<file path="config.mk">
export PLATFORM = sky130hd
export DESIGN_NAME = fifo_rd_stream
export DESIGN_NICKNAME = d
export VERILOG_FILES = /design/src/rtl/fifo_rd_stream_pkg.sv /design/src/rtl/fifo_rd_stream_skid_buf2.sv /design/src/rtl/fifo_rd_stream.sv
export SDC_FILE = /design/constraint.sdc
export NUM_CORES = 1
export LEC_CHECK = 0
export ABC_AREA = 1
export CAP_MARGIN = 25
export CORE_ASPECT_RATIO = 1.25
export CORE_MARGIN = 2
export CORE_UTILIZATION = 30
export CTS_CLUSTER_SIZE = 12
export DETAILED_ROUTE_END_ITERATION = 7
export PLACE_DENSITY = 0.6
export SETUP_SLACK_MARGIN = 0.1
export SKIP_LAST_GASP = 1
export SYNTH_ARGS = -nofsm -noshare
export SYNTH_HDL_FRONTEND = slang
export SYNTH_SLANG_ARGS = --single-unit
export TNS_END_PERCENT = 1
</file>
<file path="constraint.sdc">
create_clock -name clk -period 5.3 [get_ports clk]
set_input_delay 1.06 -clock clk [delete_from_list [all_inputs] [get_ports clk]]
set_output_delay 1.06 -clock clk [all_outputs]
set_load 0.01 [all_outputs]
</file>
<file path="src/rtl/fifo_rd_stream_pkg.sv">
// Shared types and constants for the FIFO read-side stream controller.
package fifo_pkg;

  typedef enum logic [1:0] {
    IDLE = 2'd0,
    RUN  = 2'd1,
    STOP = 2'd2
  } state_e;

  localparam int unsigned FIFO_DEF_WIDTH = 8;
  // Wide enough to hold buffer occupancy 0..2.
  localparam int unsigned CRED_W = 2;

endpackage

</file>
<file path="src/rtl/fifo_rd_stream_skid_buf2.sv">
// skid_buf2: 2-entry FIFO-ordered valid/ready buffer; head entry drives the output.
module skid_buf2
  import fifo_pkg::*;
#(
  parameter int unsigned WIDTH = FIFO_DEF_WIDTH,
  parameter int unsigned TAG_W = 1
) (
  input  logic              clk,
  input  logic              rst,
  input  logic              in_valid,
  input  logic [WIDTH-1:0]  in_data,
  input  logic [TAG_W-1:0]  in_tag,
  input  logic              out_ready,
  output logic              out_valid,
  output logic [WIDTH-1:0]  out_data,
  output logic [TAG_W-1:0]  out_tag,
  output logic [CRED_W-1:0] count
);

  localparam int unsigned EW = WIDTH + TAG_W;

  logic [EW-1:0]     e0_q, e0_d, e1_q, e1_d;
  logic [CRED_W-1:0] count_q, count_d;
  logic              pop;

  always_comb begin
    e0_d    = e0_q;
    e1_d    = e1_q;
    count_d = count_q;
    pop     = (count_q != '0) && out_ready;
    unique case ({in_valid, pop})
      2'b10: begin
        if (count_q == '0) e0_d = {in_tag, in_data};
        else               e1_d = {in_tag, in_data};
        if (count_q != CRED_W'(2)) count_d = count_q + CRED_W'(1);
      end
      2'b01: begin
        e0_d    = e1_q;
        count_d = count_q - CRED_W'(1);
      end
      2'b11: begin
        // Head leaves; incoming word lands behind whatever remains.
        if (count_q == CRED_W'(1)) begin
          e0_d = {in_tag, in_data};
        end else begin
          e0_d = e1_q;
          e1_d = {in_tag, in_data};
        end
      end
      default: ;
    endcase
  end

  always_ff @(posedge clk) begin
    if (rst) begin
      e0_q    <= '0;
      e1_q    <= '0;
      count_q <= '0;
    end else begin
      e0_q    <= e0_d;
      e1_q    <= e1_d;
      count_q <= count_d;
    end
  end

  assign out_valid = (count_q != '0);
  assign out_data  = e0_q[WIDTH-1:0];
  assign out_tag   = e0_q[EW-1:WIDTH];
  assign count     = count_q;

endmodule

</file>
<file path="src/rtl/fifo_rd_stream.sv">
// Read-side FIFO controller re-presenting words on a valid/ready stream.
// Optional burst framing (out_last, burst-aligned stop) under FIFO_RD_LAST_EN.
module fifo_rd_stream
  import fifo_pkg::*;
#(
  parameter int unsigned WIDTH     = FIFO_DEF_WIDTH,
  parameter int unsigned BURST_LEN = 4
) (
  input  logic             clk,
  input  logic             rst,
  input  logic             en,
  input  logic             fifo_empty,
  input  logic [WIDTH-1:0] fifo_r_data,
  input  logic             fifo_rd_err,
  output logic             fifo_rd_en,
  output logic             out_valid,
  output logic [WIDTH-1:0] out_data,
  output logic             out_last,
  input  logic             out_ready,
  output logic             busy,
  output logic             err
);

  localparam int unsigned BC_W = (BURST_LEN > 1) ? $clog2(BURST_LEN) : 1;

  state_e            state_q, state_d;
  logic              inflt_q, inflt_d;
  logic              err_q, err_d;
  logic [BC_W-1:0]   bc_q, bc_d, tag_fl_q, tag_fl_d, buf_tag;
  logic [CRED_W-1:0] count;
  logic [CRED_W:0]   occ;
  logic              pop, rd_allow;

  always_comb begin
    state_d  = state_q;
    bc_d     = bc_q;
    tag_fl_d = bc_q;
    err_d    = err_q | fifo_rd_err;
    pop      = out_valid && out_ready;
    // Occupancy after this cycle's pop, counting the word still in flight.
    occ      = (CRED_W+1)'(count) + (CRED_W+1)'(inflt_q) - (CRED_W+1)'(pop);
`ifdef FIFO_RD_LAST_EN
    rd_allow = (state_q == RUN) || ((state_q == STOP) && (bc_q != '0));
`else
    rd_allow = (state_q == RUN);
`endif
    fifo_rd_en = rd_allow && !fifo_empty && (occ < (CRED_W+1)'(2));
    inflt_d    = fifo_rd_en;
`ifdef FIFO_RD_LAST_EN
    if (fifo_rd_en) bc_d = (bc_q == BC_W'(BURST_LEN - 1)) ? '0 : bc_q + BC_W'(1);
`endif
    unique case (state_q)
      IDLE: if (en) state_d = RUN;
      RUN:  if (!en) state_d = STOP;
      STOP: begin
        if (en) state_d = RUN;
`ifdef FIFO_RD_LAST_EN
        else if (bc_q == '0) state_d = IDLE;
`else
        else state_d = IDLE;
`endif
      end
      default: state_d = IDLE;
    endcase
  end

  always_ff @(posedge clk) begin
    if (rst) begin
      state_q  <= IDLE;
      inflt_q  <= 1'b0;
      err_q    <= 1'b0;
      bc_q     <= '0;
      tag_fl_q <= '0;
    end else begin
      state_q  <= state_d;
      inflt_q  <= inflt_d;
      err_q    <= err_d;
      bc_q     <= bc_d;
      tag_fl_q <= tag_fl_d;
    end
  end

  skid_buf2 #(
    .WIDTH(WIDTH),
    .TAG_W(BC_W)
  ) u_buf (
    .clk      (clk),
    .rst      (rst),
    .in_valid (inflt_q),
    .in_data  (fifo_r_data),
    .in_tag   (tag_fl_q),
    .out_ready(out_ready),
    .out_valid(out_valid),
    .out_data (out_data),
    .out_tag  (buf_tag),
    .count    (count)
  );

`ifdef FIFO_RD_LAST_EN
  assign out_last = out_valid && (buf_tag == BC_W'(BURST_LEN - 1));
`else
  logic unused_tag;
  assign unused_tag = ^buf_tag;
  assign out_last   = 1'b0;
`endif

  assign busy = (state_q != IDLE) || (count != '0) || inflt_q;
  assign err  = err_q;

endmodule

</file>
Yosys cells after proc, flatten, opt, wreduce, memory -nomap -nowiden --
Index checks and enable logic that the tools add are counted.
Storage, ports and cells: output and inout port bits 13, word-level logic and storage cells 54, register bits 22, input port bits 14
Operators by class: reductions and logical operators 17, bitwise logic cells 1, add/subtract/negate cells 4, $lt $le $gt $ge 1, eq/ne operators 13, mux-type cells 12
Operators by type and width (count):
- $mux W8 | 4
- $pmux W8 S3 | 1
- $pmux W8 S2 | 1
- $ne A2 B2 Y1 const B | 5
- $reduce_bool A2 Y1 | 4
- $eq A2 B1 Y1 const B | 3
- $eq A2 B2 Y1 const B | 3
- $mux W2 | 3
- $pmux W2 S3 | 1
- $reduce_and A2 Y1 | 3
- $logic_not A2 Y1 | 2
- $ne A2 B1 Y1 const B | 2
- $pmux W2 S2 | 1
- $add A2 B1 Y3 | 1
- $logic_and A1 B1 Y1 | 3
- $lt A3 B2 Y1 const B | 1
- $reduce_and A3 Y1 | 1
- $reduce_bool A3 Y1 | 1
- $sub A3 B1 Y3 | 1
- $add A2 B1 Y2 const B | 1
- $logic_or A1 B1 Y1 | 2
- $sub A2 B1 Y2 const B | 1
- $logic_not A1 Y1 | 1
- $mux W1 | 1
- $or A1 B1 Y1 | 1

Depth between registers and ports, before layout --
depth after elaboration 5, gate-level depth with buffers 12, mapped depth without buffers 11

Hierarchy --
A second synthesis with hierarchy kept.
Second synthesis, totals: cells, all modules 198, area total of the unflattened synthesis 1326.3 µm²
By module, submodules not included:
- skid_buf2 | seq. area each 440.4 µm², area each 1096.1 µm², cells an instance 163, instances 1
- fifo_rd_stream | seq. area each 80.1 µm², area each 230.2 µm², cells an instance 35, instances 1

Worst setup path before layout --
No wires, ideal clock.
path kind input-to-output, start point input out_ready, end point output fifo_rd_en, buffers on the path 1, stages on the path 7, slack 1.856 ns, arrival 2.384 ns, data required time 4.240 ns, cells stage by stage nand2_2 -> buf_4 -> nor2_1 -> o21ai_1 -> fa_1 -> nand2_1 -> nor3_1
Between the ends: cells in the longest elaborated chain, start to end 4
Ends and longest elaborated chain:
- start, declared | line fifo_rd_stream.sv:19 | input logic out_ready,
- $logic_and A1 B1 Y1 | line fifo_rd_stream.sv:39 | pop = out_valid && out_ready;
- $sub A3 B1 Y3 | line fifo_rd_stream.sv:41 | occ = (CRED_W+1)'(count) + (CRED_W+1)'(inflt_q) - (CRED_W+1)'(pop);
- $lt A3 B2 Y1 | line fifo_rd_stream.sv:47 | fifo_rd_en = rd_allow && !fifo_empty && (occ < (CRED_W+1)'(2));
- $logic_and A1 B1 Y1 | line fifo_rd_stream.sv:47
- end, declared | line fifo_rd_stream.sv:15 | output logic fifo_rd_en,
No other way between the ends.

Worst setup path in the final report --
Same ends and word-level chain as after synthesis.

==> qor.yml <==
yosys:
  ys_seq_area_share_pct: 38.3
  yosysTopAreaCell: "dfxtp_1"
  synth_top_cell_area_share_pct: 38.3
  ys_warn_count: 0
  postSynthAreaPerCell_um2: 6.69
  synth_cell_types: 19
  synth_top_cells_by_count: "nand2_1 (42), inv_1 (23), nor2_1 (23)"
  synthFlopType: "dfxtp_1"
  syn_area_um2: 1150
  synthTopCellsByArea: "dfxtp_1 (38%), nand2_1 (14%), nand3_1 (8.7%)"
  synthCells: 172
  synth_most_common_cell: "nand2_1"
  ys_seq_elements: 22
  synth_edf_count: 0
  syn_nets: 190
  synthArstFlopShare_pct: 0
global_route:
  grt_max_degree: 18
  grt_util_all_layers_pct: 13.0
  first_global_vias: 1044
  grt_pass1_wl_mm: 4.40
  globalRoute.totalOverflow: 0
  antenna_found_initial: 0
clock_tree:
  htree_num_levels: 1
  cts_sinks: 22
  cts_made_buffers: 3
  cts_resized: 0
  cts_tree: "built"
  root_buffer: "clkbuf_8"
  cts.reportedPaths.clkPinSlew_ns: 0.08
  clockBufferDepth: 2
  clk_latency_ns: 0.26
  holdBufCountCts: 0
  postCtsSetupBuffers: 0
worst_setup_path:
  critical-path-max-stage-delay_ns: 0.56
  cpMostUsedCell: "clkdlybuf4s50_1"
  cp_cell_sequence: "clkdlybuf4s50_1 -> nand2_2 -> nor2_1 -> o21ai_1 -> fa_1 -> nand2_1 -> nor3_1 -> clkdlybuf4s50_1"
  cp_max_fo: 13
  worst-endpoint-required_ns: 4.24
  arrival_ns: 3.44
  end_kind: "primary output"
  slowest_stage: "clkdlybuf4s50_1"
  crit_type: "primary input to primary output"
  start_kind: "primary input"
placement:
  dpl.cell_count: 234
  place.gp.congestion: 0.767
  portBuffers: 25
  place_hpwl_mm: 1.93
final_layout:
  layoutNonFillerInstCount: 238
  nets: 217
  diodes: 0
  drive_gt1_share_pct: 7.07
  area_growth_pct: 30.7
hold_path:
  worstHoldPathType: "register to register"
routing:
  drt_iter0_markers: 28
  highest_layer: "met4"
  wl_met3_um: 101
  dr_wl_met2_mm: 1.20
  drt-vias-per-instance: 4.53
  routed_wl_mm: 2.54
  num_vias: 1079
  drcViolationCount: 0
  first_pass_iters: 4
  wl_per_cell_um: 10.7
  final_antenna_net_count: 0
  drt-met1-wl_mm: 1.21
sta:
  period_needed_ns: 4.50
  slew_violations: 0
  fin_crit_sh_pct: 85.0
  tns_ns: 0
  hold_viol: 0
  setup_viol: 0
  max_freq_mhz: 222
  skew_ns: 0.00157
  rsz0062_at_grt: "no"
die:
  start_util_pct: 30.9
  die_w_um: 59.4
  die-area_um2: 4350
  rows: 25
  fp.coreArea_um2: 3720
  ios: 27
  die_h_um: 73.3
pwr:
  pwr-share-comb_pct: 42.6
  intPower_mw: 0.428
  sequentialPowerShare_pct: 33.3
  power.leakage_nw: 0.728
  power_density_nw_per_um2: 436
  peakVddDrop_mv: 0.155
  clockPowerShare_pct: 24.1
  p_switching_mw: 0.227
  p_sw_share_pct: 34.6
job:
  drv_cap: 0
run_status:
  outcome: "completed"
area by class of cell:
type | count | area [um^2]
sequential | 22 | 440
tap | 40 | 50.0
clock inverter | 1 | 30.0
inverter | 28 | 105
fill | 395 | 2220
multi-input combinational | 119 | 587
clock buffer | 3 | 41.3
timing repair buffer | 25 | 250
logic make-up (layout without fill, tap and decap cells):
kind of cell,count (synthesis),after routing,synth area share (%)
AO/OA/AOI/OAI,13,13,5.65
adder cells (fa/ha/maj),4,4,5.00
buffers and inverters,31,57,10.8
flip-flops,22,22,38.3
other,1,1,0.326
AND/OR/NAND/NOR,101,101,40.0
flip-flops by register name (all words and copies together) (netlist names):
register	cells
inflt_q	1
u_buf.e1_q	8
u_buf.e0_q	8
u_buf.count	2
state_q	2
err	1
placed cells by master, fill, tap and decap left out:
cell	Yosys	final
nor4_1	1	1
o21ai_1	10	10
clkbuf_8	0	3
inv_1	23	23
nor2_4	1	1
conb_1	1	1
ha_1	3	3
nor3_1	2	2
nand3_1	20	20
a21oi_1	3	3
nand3_2	1	1
nand3b_1	8	8
dfxtp_1	22	22
nand2_2	3	3
nor2_1	23	23
clkdlybuf4s50_1	0	25
nand2_1	42	42
bufinv_16	0	1
fa_1	1	1
inv_2	5	5
power by group through the flow:
| stage | sequential, mW | clock, mW | combinational (mW) |
|---|---|---|---|
| final | 0.218 | 0.158 | 0.279 |
| after global routing | 0.223 | 0.168 | 0.319 |
| after CTS | 0.219 | 0.161 | 0.282 |
| after detailed placement | 0.223 | 0 | 0.280 |
| after global placement | 0.223 | 0 | 0.280 |
| after floorplan | 0.227 | 0 | 0.173 |
metrics by stage:
step                      hold WS [ns]  worst slack [ns]  util, %  area, um^2  power, mW
after global routing             0.497             0.639     40.4        1500      0.709
after CTS                        0.462             0.786     40.4        1500      0.662
after floorplan                  0.426              1.86        -        1150      0.400
after global placement           0.436             0.831     38.5        1430      0.503
after detailed placement         0.451             0.798     38.5        1430      0.503
final                            0.457             0.796     40.4        1500      0.655
path summary, 6_finish.rpt:
kind                        from          to  slack (ns)  cells past startpoint
setup / recovery       out_ready  fifo_rd_en        0.80                      8
hold / removal        state_q[1]  state_q[0]        0.46                      1
setup reg to reg  u_buf.count[1]     inflt_q        2.98                      9
hold reg to reg       state_q[1]  state_q[0]        0.46                      1
worst max-delay path, delay by kind of cell:
kind                       cells  cell delay (ns)
buffers and inverters          2             1.12
AOI/OAI and AO/OA              1             0.11
adders and majority gates      1             0.49
and+or+nand+nor                4             0.66
per-layer routing:
layer,track usage [%],vias up
li1,-,585
met1,16.2,468
met2,22.7,22
met3,2.11,4
met4,3.79,0
met5,0,-
No activity file was read; power rests on OpenSTA's default activity.
